$ cat config.mk
export PLATFORM = sky130hd
export DESIGN_NAME = cla_serial_adder
export DESIGN_NICKNAME = d
export VERILOG_FILES = /design/src/rtl/cla_seq_pkg.sv /design/src/rtl/cla4bit.sv /design/src/rtl/cla_serial_adder.sv
export SDC_FILE = /design/constraint.sdc
export NUM_CORES = 1
export LEC_CHECK = 0
export ABC_AREA = 1
export BUFFER_PORTS_ARGS = -buffer_cell sky130_fd_sc_hd__clkbuf_2
export CAP_MARGIN = 10
export CORE_MARGIN = 2
export CORE_UTILIZATION = 42
export CTS_CLUSTER_DIAMETER = 30
export DETAILED_ROUTE_END_ITERATION = 10
export PLACE_DENSITY = 0.62
export SETUP_SLACK_MARGIN = 0.4
export SYNTH_ARGS = -nofsm -noshare
export SYNTH_HDL_FRONTEND = slang
export SYNTH_HIERARCHICAL = 1
export SYNTH_SLANG_ARGS = --single-unit
$ cat constraint.sdc
create_clock -name clk -period 5.2 [get_ports clk]
set_clock_uncertainty 0.2 [all_clocks]
set_input_delay 0.78 -clock clk [delete_from_list [all_inputs] [get_ports clk]]
set_output_delay 0.78 -clock clk [all_outputs]
set_load 0.02 [all_outputs]
$ cat src/rtl/cla_seq_pkg.sv
// Shared definitions for the serial carry-lookahead adder.
//   state_t  : controller state encoding (IDLE, RUN, DONE)
//   NIBBLE   : width of the shared lookahead slice
//   add_ovf  : two's-complement overflow from operand and result sign bits
package cla_seq_pkg;

    typedef enum logic [1:0] {
        IDLE = 2'b00,
        RUN  = 2'b01,
        DONE = 2'b10
    } state_t;

    localparam int NIBBLE = 4;

    // Overflow happens when both operands share a sign and the result sign differs.
    function automatic logic add_ovf(input logic a_msb, input logic b_msb, input logic s_msb);
        return (a_msb == b_msb) && (s_msb != a_msb);
    endfunction

endpackage

$ cat src/rtl/cla4bit.sv
// Combinational 4-bit carry-lookahead adder slice.
// Ports:
//   a, b  in  4  nibble operands
//   cin   in  1  carry into bit 0
//   s     out 4  nibble sum
//   cout  out 1  carry out of bit 3
module cla4bit (
    input  logic [3:0] a,
    input  logic [3:0] b,
    input  logic       cin,
    output logic [3:0] s,
    output logic       cout
);

    logic [3:0] w_p;
    logic [3:0] w_g;
    logic [4:0] w_c;

    assign w_p = a ^ b;
    assign w_g = a & b;

    // Every carry is expanded from generate/propagate so no carry waits on another.
    assign w_c[0] = cin;
    assign w_c[1] = w_g[0] | (w_p[0] & cin);
    assign w_c[2] = w_g[1] | (w_p[1] & w_g[0]) | (w_p[1] & w_p[0] & cin);
    assign w_c[3] = w_g[2] | (w_p[2] & w_g[1]) | (w_p[2] & w_p[1] & w_g[0])
                  | (w_p[2] & w_p[1] & w_p[0] & cin);
    assign w_c[4] = w_g[3] | (w_p[3] & w_g[2]) | (w_p[3] & w_p[2] & w_g[1])
                  | (w_p[3] & w_p[2] & w_p[1] & w_g[0])
                  | (w_p[3] & w_p[2] & w_p[1] & w_p[0] & cin);

    assign s    = w_p ^ w_c[3:0];
    assign cout = w_c[4];

endmodule

$ cat src/rtl/cla_serial_adder.sv
// Multi-cycle WIDTH-bit adder that reuses one 4-bit lookahead slice, one
// nibble per cycle, LSB nibble first, with a registered inter-nibble carry.
// Ports:
//   clk, rst_n   clock and asynchronous active-low reset
//   start        request, accepted in IDLE or DONE
//   a, b, cin    operands, sampled on the accepting edge
//   busy         high while nibbles are being processed
//   done         one-cycle pulse when sum/cout/ovf are valid
//   sum          result register, written nibble by nibble
//   cout, ovf    carry out and signed overflow, updated entering DONE
module cla_serial_adder
    import cla_seq_pkg::*;
#(
    parameter int WIDTH = 16
) (
    input  logic             clk,
    input  logic             rst_n,
    input  logic             start,
    input  logic [WIDTH-1:0] a,
    input  logic [WIDTH-1:0] b,
    input  logic             cin,
    output logic             busy,
    output logic             done,
    output logic [WIDTH-1:0] sum,
    output logic             cout,
    output logic             ovf
);

    localparam int N     = WIDTH / NIBBLE;
    localparam int IDX_W = (N > 1) ? $clog2(N) : 1;
    localparam logic [IDX_W-1:0] LAST_IDX = IDX_W'(N - 1);

    state_t           r_state;
    logic [IDX_W-1:0] r_idx;
    logic [WIDTH-1:0] r_a;
    logic [WIDTH-1:0] r_b;
    logic             r_carry;
    logic [WIDTH-1:0] r_sum;
    logic             r_cout;
    logic             r_ovf;
    logic             r_busy;
    logic             r_done;

    logic [3:0]       w_nib_a;
    logic [3:0]       w_nib_b;
    logic [3:0]       w_nib_s;
    logic             w_nib_c;

    // Nibble mux feeding the shared slice from the captured operands.
    assign w_nib_a = r_a[int'(r_idx)*NIBBLE +: NIBBLE];
    assign w_nib_b = r_b[int'(r_idx)*NIBBLE +: NIBBLE];

    cla4bit u_cla4bit (
        .a    (w_nib_a),
        .b    (w_nib_b),
        .cin  (r_carry),
        .s    (w_nib_s),
        .cout (w_nib_c)
    );

    // Controller: operand capture, nibble sequencing and registered status outputs.
    always_ff @(posedge clk or negedge rst_n) begin
        if (!rst_n) begin
            r_state <= IDLE;
            r_idx   <= {IDX_W{1'b0}};
            r_a     <= {WIDTH{1'b0}};
            r_b     <= {WIDTH{1'b0}};
            r_carry <= 1'b0;
            r_sum   <= {WIDTH{1'b0}};
            r_cout  <= 1'b0;
            r_ovf   <= 1'b0;
            r_busy  <= 1'b0;
            r_done  <= 1'b0;
        end else begin
            case (r_state)
                IDLE, DONE: begin
                    r_done <= 1'b0;
                    if (start) begin
                        r_a     <= a;
                        r_b     <= b;
                        r_carry <= cin;
                        r_idx   <= {IDX_W{1'b0}};
                        r_state <= RUN;
                        r_busy  <= 1'b1;
                    end else begin
                        r_state <= IDLE;
                        r_busy  <= 1'b0;
                    end
                end
                RUN: begin
                    r_sum[int'(r_idx)*NIBBLE +: NIBBLE] <= w_nib_s;
                    r_carry <= w_nib_c;
                    r_idx   <= r_idx + IDX_W'(1);
                    if (r_idx == LAST_IDX) begin
                        // The top nibble is being written on this edge, so its sign
                        // comes straight from the slice rather than from r_sum.
                        r_state <= DONE;
                        r_busy  <= 1'b0;
                        r_done  <= 1'b1;
                        r_cout  <= w_nib_c;
                        r_ovf   <= add_ovf(r_a[WIDTH-1], r_b[WIDTH-1], w_nib_s[3]);
                    end else begin
                        r_state <= RUN;
                        r_busy  <= 1'b1;
                        r_done  <= 1'b0;
                    end
                end
                default: begin
                    r_state <= IDLE;
                    r_busy  <= 1'b0;
                    r_done  <= 1'b0;
                end
            endcase
        end
    end

    assign busy = r_busy;
    assign done = r_done;
    assign sum  = r_sum;
    assign cout = r_cout;
    assign ovf  = r_ovf;

endmodule

==> impl_metrics.ini, run 1 <==
[power_and_ir_drop]
seq_power_share = 0.320
pwr-share-comb = 0.550
p_clk_frac = 0.131
sw_frac_of_total = 0.4754
p_sw_mw = 1.120
power_leakage_nw = 1.872
power_density_nw_per_um2 = 713.3
intPower_mw = 1.236
total_power_mw = 2.356
ir_drop_v = 0.0002703

[global_routing]
track_usage = 0.1775
grt_pass1_wl_um = 10590
grt_max_degree = 57
grt_overflow_total = 0
antenna_found_initial = 0
grt_pass1_vias = 2307

[clock_network]
cts.clk_slew.worst_paths_ns = 0.09
ctsResizeCount = 0
ctsRootBufferMaster = clkbuf_8
cts_sinks = 56
htree_num_levels = 2
tritoncts = done
clk_path_buf_depth = 2
holdBufCountCts = 0
postCtsSetupBuffers = 0
cts_buffers = 5
clk_latency_ns = 0.31

[run_status]
outcome = completed

[sta]
period_share = 0.5441
finalHoldViolCount = 0
fin_ws_ns = 2.371
clock.fmax_ghz = 0.3534
slew_headroom = 0.5309
tightest_slew_ns = 0.7037
setup_viol = 0
period_needed_ns = 2.829
setup_tns_ns = 0
hold_slack_ns = 0.2852
rsz0062_at_grt = no
drv_slew = 0

[cells_and_area]
layout.area.seq_sq_um = 1401
final_common_cell = nand2_1
stdcell_count = 491
layout_common_cells = nand2_1 (137), dfrtp_1 (56), clkbuf_2 (55)
multi_input_area_sq_um = 1266
nFillCells = 698
synthToLayoutAreaGrowth_pct = 14.14
drive_gt1_frac = 0.2141
nNetsFinal = 456
diodes = 0
utilization = 0.4916
stdcell_area_sq_um = 3303

[place]
place_ws_ns = 2.424
dp_cells = 483
hpwlAfterDp_um = 4454
placed_cell_area_sq_um = 3177
portBuffers = 55
place.gp.congestion = 0.8331

[yosys]
yosysSeqAreaShare = 0.4842
netlist-cell-type-count = 25
synthXorXnorAreaFrac = 0.003026
netlist_instances = 361
avgSynthCellArea_sq_um = 8.017
synthAdderAreaFrac = 0.04583
syn-cell-area_sq_um = 2894
synth_top_family_by_area = simple AND/OR/NAND/NOR gates
ys_seq_elements = 56
yosys_warnings = 6
synth-compound-area-share = 0.07523
synth_simple_gate_area_share = 0.3134
synthMuxAreaShare = 0
mappedNetlistNets = 407

[hold_path]
min_path_cells = 2
hold_start = sum[13]
worstHoldEndpoint = sum[13]
hold_class = flop to flop

[critical_path]
r2r-start = r_idx[0]
worstSetupPathType = flop to flop
setup.worst_path.start_class = flop
reg2reg_depth = 12
required_ns = 5.26
r2r_slack_ns = 2.37
timing.rr.end = sum[11]
cp-end-kind = flop
arrival_ns = 2.89
crit_fanout = 32

[floorplan]
fp.dieH_um = 87.01
num_io_pins = 56
coreArea_sq_um = 6719
core.rowCount = 30
die_area_sq_um = 7571
die_w_um = 87.01
start_util = 0.4307

[route]
postRouteAntennaNets = 0
routed_wirelength_um = 6081
wire_per_inst_um = 12.38
drt_iter0_drc = 115
via_per_inst = 4.849
vias = 2381
dr.pass1.iters = 4
route.detailed.drc = 0

[flow_run]
maxCapViolCount = 0
[flip-flops by register name (all words and copies together) (netlist names)]
register	flops
done	1
sum	16
r_carry	1
r_idx	2
ovf	1
cout	1
r_state	2
r_a	16
r_b	16
[logic make-up after synthesis]
| group | count (synthesis) |
|---|---|
| AOI/OAI and AO/OA | 31 |
| xor gates and xnor gates | 1 |
| adders and majority gates | 10 |
| buffers and inverters | 47 |
| DFF | 56 |
| and+or+nand+nor | 216 |
[area by class of cell]
type / instances / share of cell area
Timing Repair Buffer: 56 / 0.08561
Multi-Input combinational cell: 258 / 0.3833
Tap cell: 80 / 0.03030
Inverter: 33 / 0.03826
Clock inverter: 1 / 0.009091
Sequential cell: 56 / 0.4242
Clock buffer: 7 / 0.02917
[worst max-delay path, cell delays in order, from the launching register on]
cell     delay, ns
dfrtp_1       0.64
inv_2         0.33
o21ai_0       0.32
nand2_1       0.09
ha_1          0.34
or2_0         0.22
nand2_1       0.08
nand3_1       0.07
nand2_1       0.12
nand2_1       0.08
nor2_1        0.16
nand2_1       0.07
nand2_1       0.06
[layer usage]
layer	share of wire	global-route usage	vias to the layer above
li1	-	-	1230
met1	0.50	0.2461	1082
met2	0.43	0.2755	60
met3	0.050	0.04171	9
met4	0.017	0.05540	0
met5	0	0	-
[cells in the mapped netlist]
library cell	number	area [sq um]
dfrtp_1	56	1401
nor2_1	31	116.4
nand2_2	1	6.260
nor2_4	1	11.26
fa_1	1	20.02
inv_2	1	3.750
buf_8	1	15.01
nand3_2	2	20.02
nand4_1	2	12.51
buf_2	8	40.04
nand3_1	33	165.2
buf_6	2	22.52
inv_4	1	6.260
or2_0	1	6.260
nor2_2	7	43.79
o21ai_0	10	50.05
ha_1	9	112.6
nand2_1	137	514.2
buf_4	3	22.52
nand2_4	1	11.26
xnor2_1	1	8.760
inv_1	31	116.4
o211ai_1	10	75.07
a21oi_1	1	5.000
a21oi_2	10	87.58
[power groups by stage]
stage	Sequential, mW	Clock, mW	Combinational [mW]
floorplan	0.784	0	0.987
finish	0.754	0.308	1.30
detailed placement	0.763	0	1.29
global placement	0.758	0	1.27
CTS	0.754	0.318	1.31
global route	0.779	0.333	1.51
[how the worst max path moves through the flow]
stage                     startpoint       to  slack (ns)  cells after the start
after global placement      r_idx[0]  sum[11]        2.50                     12
after detailed placement    r_idx[0]  sum[11]        2.42                     12
after floorplan             r_idx[1]   sum[5]        3.03                     11
after global routing        r_idx[0]   sum[7]        2.04                     12
final                       r_idx[0]  sum[11]        2.37                     12
after CTS                   r_idx[0]  sum[11]        2.38                     12
Note: power is estimated with default switching activity, not from simulation.
==> inputs of run 2 (changes only) <==
- PLACE_DENSITY: 0.62 -> 0.65
- clock period: 5.2 -> 2.6 ns (I/O delays scaled with it)
==> impl_metrics.ini, run 2 (synthesis gave the netlist of run 1 again) <==
[run_status]
outcome = completed

[power_and_ir_drop]
pwr-share-comb = 0.636
seq_power_share = 0.272
power_leakage_nw = 1.938
ir_drop_v = 0.0005957
power_density_nw_per_um2 = 1556
sw_frac_of_total = 0.4776
p_sw_mw = 2.639
intPower_mw = 2.886
p_clk_frac = 0.092

[critical_path]
worstSetupPathType = flop to flop
setup.worst_path.start_class = flop
r2r_slack_ns = 0.34
r2r-start = r_idx[0]
reg2reg_depth = 16
required_ns = 2.66
cp_slowest_cell = dfrtp_2
cp_cell_sequence = buf_6, nor2_2, nor2_1, o21ai_1, nand2_1, ha_4, nand2_4, nand2_2, nand2_2, nand2_1, nand2_1, nand2_2, nand2_2, nor2_2, nand2_1, nand2_1
arrival_ns = 2.32
max_stage_delay_ns = 0.45
crit_fanout = 7
cpMostUsedCell = nand2_1
timing.rr.end = sum[11]
crit_start = r_idx[0]
cp-end-kind = flop

[hold_path]
hold_class = input pin to flop
worstHoldEndpoint = r_a[6]
min_path_cells = 3
hold_start = a[6]

[place]
portBuffers = 55
place.gp.congestion = 0.8274
hpwlAfterDp_um = 4613
placed_cell_area_sq_um = 3227
place_ws_ns = 0.1196
dp_cells = 488

[sta]
period_needed_ns = 2.255
finalHoldViolCount = 0
drv_slew = 0
slew_headroom = 0.5309
fin_ws_ns = 0.3448
tightest_slew_ns = 0.7036
clock.fmax_ghz = 0.4434
period_share = 0.8674
setup_viol = 0
rsz0062_at_grt = yes
setup_tns_ns = 0

[global_routing]
antenna_found_initial = 0
grt_overflow_total = 0
grt_pass1_vias = 2428
track_usage = 0.1800
grt_max_degree = 46
grt_pass1_wl_um = 10770

[clock_network]
clk_latency_ns = 0.31
cts_buffers = 5
htree_num_levels = 2
cts.clk_slew.worst_paths_ns = 0.10
clk_path_buf_depth = 2
tritoncts = done
ctsRootBufferMaster = clkbuf_8
cts_sinks = 56

[cells_and_area]
diodes = 0
stdcell_area_sq_um = 3551
layout_common_cells = nand2_1 (128), clkbuf_2 (55), dfrtp_1 (54)
drive_gt1_frac = 0.3247
synthToLayoutAreaGrowth_pct = 22.70
nNetsFinal = 470
utilization = 0.5285
final_common_cell = nand2_1
nFillCells = 640
stdcell_count = 505

[route]
dr.pass1.iters = 5
postRouteAntennaNets = 0
drt_iter0_drc = 99
via_per_inst = 4.824
wire_per_inst_um = 12.58
routed_wirelength_um = 6354
vias = 2436
route.detailed.drc = 0

[floorplan]
die_w_um = 87.01
num_io_pins = 56
coreArea_sq_um = 6719
core.rowCount = 30
fp.dieH_um = 87.01
start_util = 0.4307
die_area_sq_um = 7571

[flow_run]
maxCapViolCount = 0
[run 2: cell count changes in the layout (fill, tap and decap cells not counted), moves of 3 or more]
cell     delta
inv_2       +4
inv_6       +3
o21ai_1     +3
nor2_1     -10
nor2_2      +9
nand2_2     +8
o21ai_0     -4
buf_4       +9
nand2_1     -9
ha_4        +4
ha_1        -4
inv_1       -6
[run 2: critical path, delay by kind of cell, from the launching register on]
| kind | cells | cell delay (ns) |
|---|---|---|
| simple gates | 13 | 0.99 |
| flops | 1 | 0.45 |
| fa+ha+maj | 1 | 0.32 |
| buf+inv | 1 | 0.16 |
| compound gates | 1 | 0.08 |
[run 2: power groups by stage]
| stage | Combinational, mW | Sequential, mW | Clock [mW] |
|---|---|---|---|
| final | 3.52 | 1.50 | 0.508 |
| after global routing | 3.94 | 1.56 | 0.556 |
| after detailed placement | 2.67 | 1.49 | 0 |
| after CTS | 3.03 | 1.49 | 0.525 |
| after floorplan | 1.97 | 1.57 | 0 |
| after global placement | 2.63 | 1.49 | 0 |
[run 2: how the worst max path moves through the flow]
stage / to / depth (start not counted) / slack (ns)
finish: sum[11] / 16 / 0.34
detailed placement: sum[11] / 13 / 0.12
CTS: sum[11] / 14 / 0.37
global route: sum[11] / 16 / 0.18
global placement: sum[11] / 13 / 0.16
floorplan: sum[5] / 11 / 0.43
[run 2: area by class of cell]
| class | count | area [sq um] | area share |
|---|---|---|---|
| clock inverter | 2 | 17.52 | 0.004933 |
| timing repair inverter | 1 | 7.507 | 0.002114 |
| multi-input combinational | 258 | 1401 | 0.3946 |
| inverter | 33 | 135.1 | 0.03806 |
| sequential | 56 | 1404 | 0.3953 |
| tap | 80 | 100.1 | 0.02819 |
| timing repair buffer | 69 | 402.9 | 0.1135 |
| clock buffer | 6 | 82.58 | 0.02326 |
[run 2: stage by stage]
step / power, mW / hold WS (ns)
detailed placement: 4.165 / 0.2564
global placement: 4.121 / 0.2518
floorplan: 3.543 / -0.1056
global route: 6.054 / 0.08694
CTS: 5.039 / 0.09246
finish: 5.525 / 0.09840
[run 2: timing repair]
action / in CTS / in global routing
buffers inserted: 4 / 3
gates cloned: 1 / 0
setup endpoints to repair: 18 / 18
hold buffers: 1 / 0
pin swaps: 4 / 17
gates resized for setup: 16 / 33
endpoints found under the hold margin: 25 / 0
[run 2: metal layers]
layer  up-vias  global-route usage  wire [um]
met5         -                   0          0
met4         0             0.05256        119
met3        11             0.03223        229
met2        57              0.2998       2975
met1      1111              0.2397       3029
li1       1257                   -          -
==> inputs of run 3 (changes only) <==
- PLACE_DENSITY: 0.65 -> 0.66
==> impl_metrics.ini, run 3 (synthesis gave the netlist of run 1 again) <==
[cells_and_area]
synthToLayoutAreaGrowth_pct = 21.62
final_common_cell = nand2_1
layout_common_cells = nand2_1 (131), clkbuf_2 (55), dfrtp_1 (54)
nFillCells = 646
drive_gt1_frac = 0.3090
utilization = 0.5238
diodes = 0
nNetsFinal = 469

[route]
wire_per_inst_um = 12.56
route.detailed.drc = 0
via_per_inst = 4.885
drt_iter0_drc = 79
dr.pass1.iters = 4
routed_wirelength_um = 6328
vias = 2462
postRouteAntennaNets = 0

[place]
portBuffers = 55
place.gp.congestion = 0.8447
hpwlAfterDp_um = 4568

[clock_network]
htree_num_levels = 2
cts.clk_slew.worst_paths_ns = 0.10
holdBufCountCts = 0
clk_path_buf_depth = 2
cts_buffers = 5
tritoncts = done
cts_sinks = 56
clk_latency_ns = 0.31
ctsRootBufferMaster = clkbuf_8

[critical_path]
crit_fanout = 7
required_ns = 2.66
cp-end-kind = flop
arrival_ns = 2.33
worstSetupPathType = flop to flop
setup.worst_path.start_class = flop

[hold_path]
hold_class = input pin to async pin

[sta]
drv_slew = 0
hold_slack_ns = -0.00001910
slew_headroom = 0.5187
tightest_slew_ns = 0.7220
rsz0062_at_grt = yes
finalHoldViolCount = 1
setup_viol = 0
setup_tns_ns = 0
period_share = 0.8742
clock.fmax_ghz = 0.4400
period_needed_ns = 2.273

[power_and_ir_drop]
power_leakage_nw = 1.929
ir_drop_v = 0.0006717
power_density_nw_per_um2 = 1525

[floorplan]
num_io_pins = 56
fp.dieH_um = 87.01
die_area_sq_um = 7571
die_w_um = 87.01
core.rowCount = 30
coreArea_sq_um = 6719
start_util = 0.4307

[run_status]
violations = negative hold slack
outcome = finished with violations

[global_routing]
grt_max_degree = 57
grt_pass1_vias = 2302
grt_overflow_total = 0
antenna_found_initial = 0
grt_pass1_wl_um = 10490
track_usage = 0.1735

[flow_run]
maxCapViolCount = 0
run 3: cell count changes in the layout (fill, tap and decap cells not counted), moves of 3 or more:
cell,change
nand2_1,+3
nand2_2,-3
nor2_1,+3
nor2_2,-3
run 3: per-stage QoR:
stage	hold WS, ns	instance area (sq um)	worst slack, ns	power [mW]	instances
3_3_place_gp	0.2505	3214	0.09496	4.099	488
4_1_cts	0.03965	3453	0.3620	5.103	504
3_5_place_dp	0.2560	3214	0.03379	4.154	488
5_1_grt	0.07124	3520	0.1949	5.851	504
6_report	-0.00001910	3520	0.3271	5.366	504
2_1_floorplan	-0.1056	2894	0.4276	3.543	361
run 3: worst max-delay path, cell delays in order (launching register included):
cell	delay, ns
dfrtp_2	0.45
buf_6	0.15
nor2_4	0.09
nor2_1	0.04
o21ai_1	0.12
nand2_1	0.15
ha_4	0.25
or2_0	0.19
nand2_1	0.08
nand3_1	0.08
nand2_2	0.10
nand2_2	0.07
nor2_2	0.12
nand2_1	0.06
nand2_1	0.06
run 3: where the power goes:
group | internal (mW) | switching (mW) | leakage, nW
Combinational | 1.28 | 2.03 | 1.17
Sequential | 1.25 | 0.245 | 0.700
Clock | 0.286 | 0.277 | 0.0552
run 3: area by class of cell:
| cell class | count | area (sq um) | area share |
|---|---|---|---|
| inverters | 33 | 135.1 | 0.03839 |
| flip-flops and latches | 56 | 1404 | 0.3989 |
| well taps | 80 | 100.1 | 0.02844 |
| repair buffers | 68 | 380.4 | 0.1081 |
| clock inverters | 2 | 35.03 | 0.009954 |
| repair inverters | 1 | 7.507 | 0.002133 |
| multi-input cells | 258 | 1385 | 0.3935 |
| clock buffers | 6 | 72.57 | 0.02062 |
run 3: worst paths after layout:
| check | startpoint | end | slack, ns | depth (start not counted) |
|---|---|---|---|---|
| min | rst_n | done | -0.00002 | 2 |
| max in group asynchronous | rst_n | r_idx[1] | 1.67 | 2 |
| min reg2reg | r_a[14] | r_a[14] | 0.28 | 2 |
| min in group clk | a[6] | r_a[6] | 0.10 | 3 |
| max | r_idx[0] | sum[7] | 0.33 | 14 |
| max reg2reg | r_idx[0] | sum[7] | 0.33 | 14 |
run 3: what timing repair did:
action / CTS / global route
endpoints found under the setup margin: 19 / 18
resized for setup: 19 / 22
cloned: 1 / 0
buffers inserted: 7 / 0
pin swaps: 7 / 9
run 3: per-layer routing:
layer,part of all wire,GRT usage
met1,0.46,0.2268
met2,0.49,0.2956
met3,0.035,0.03223
met4,0.014,0.04545
met5,0,0
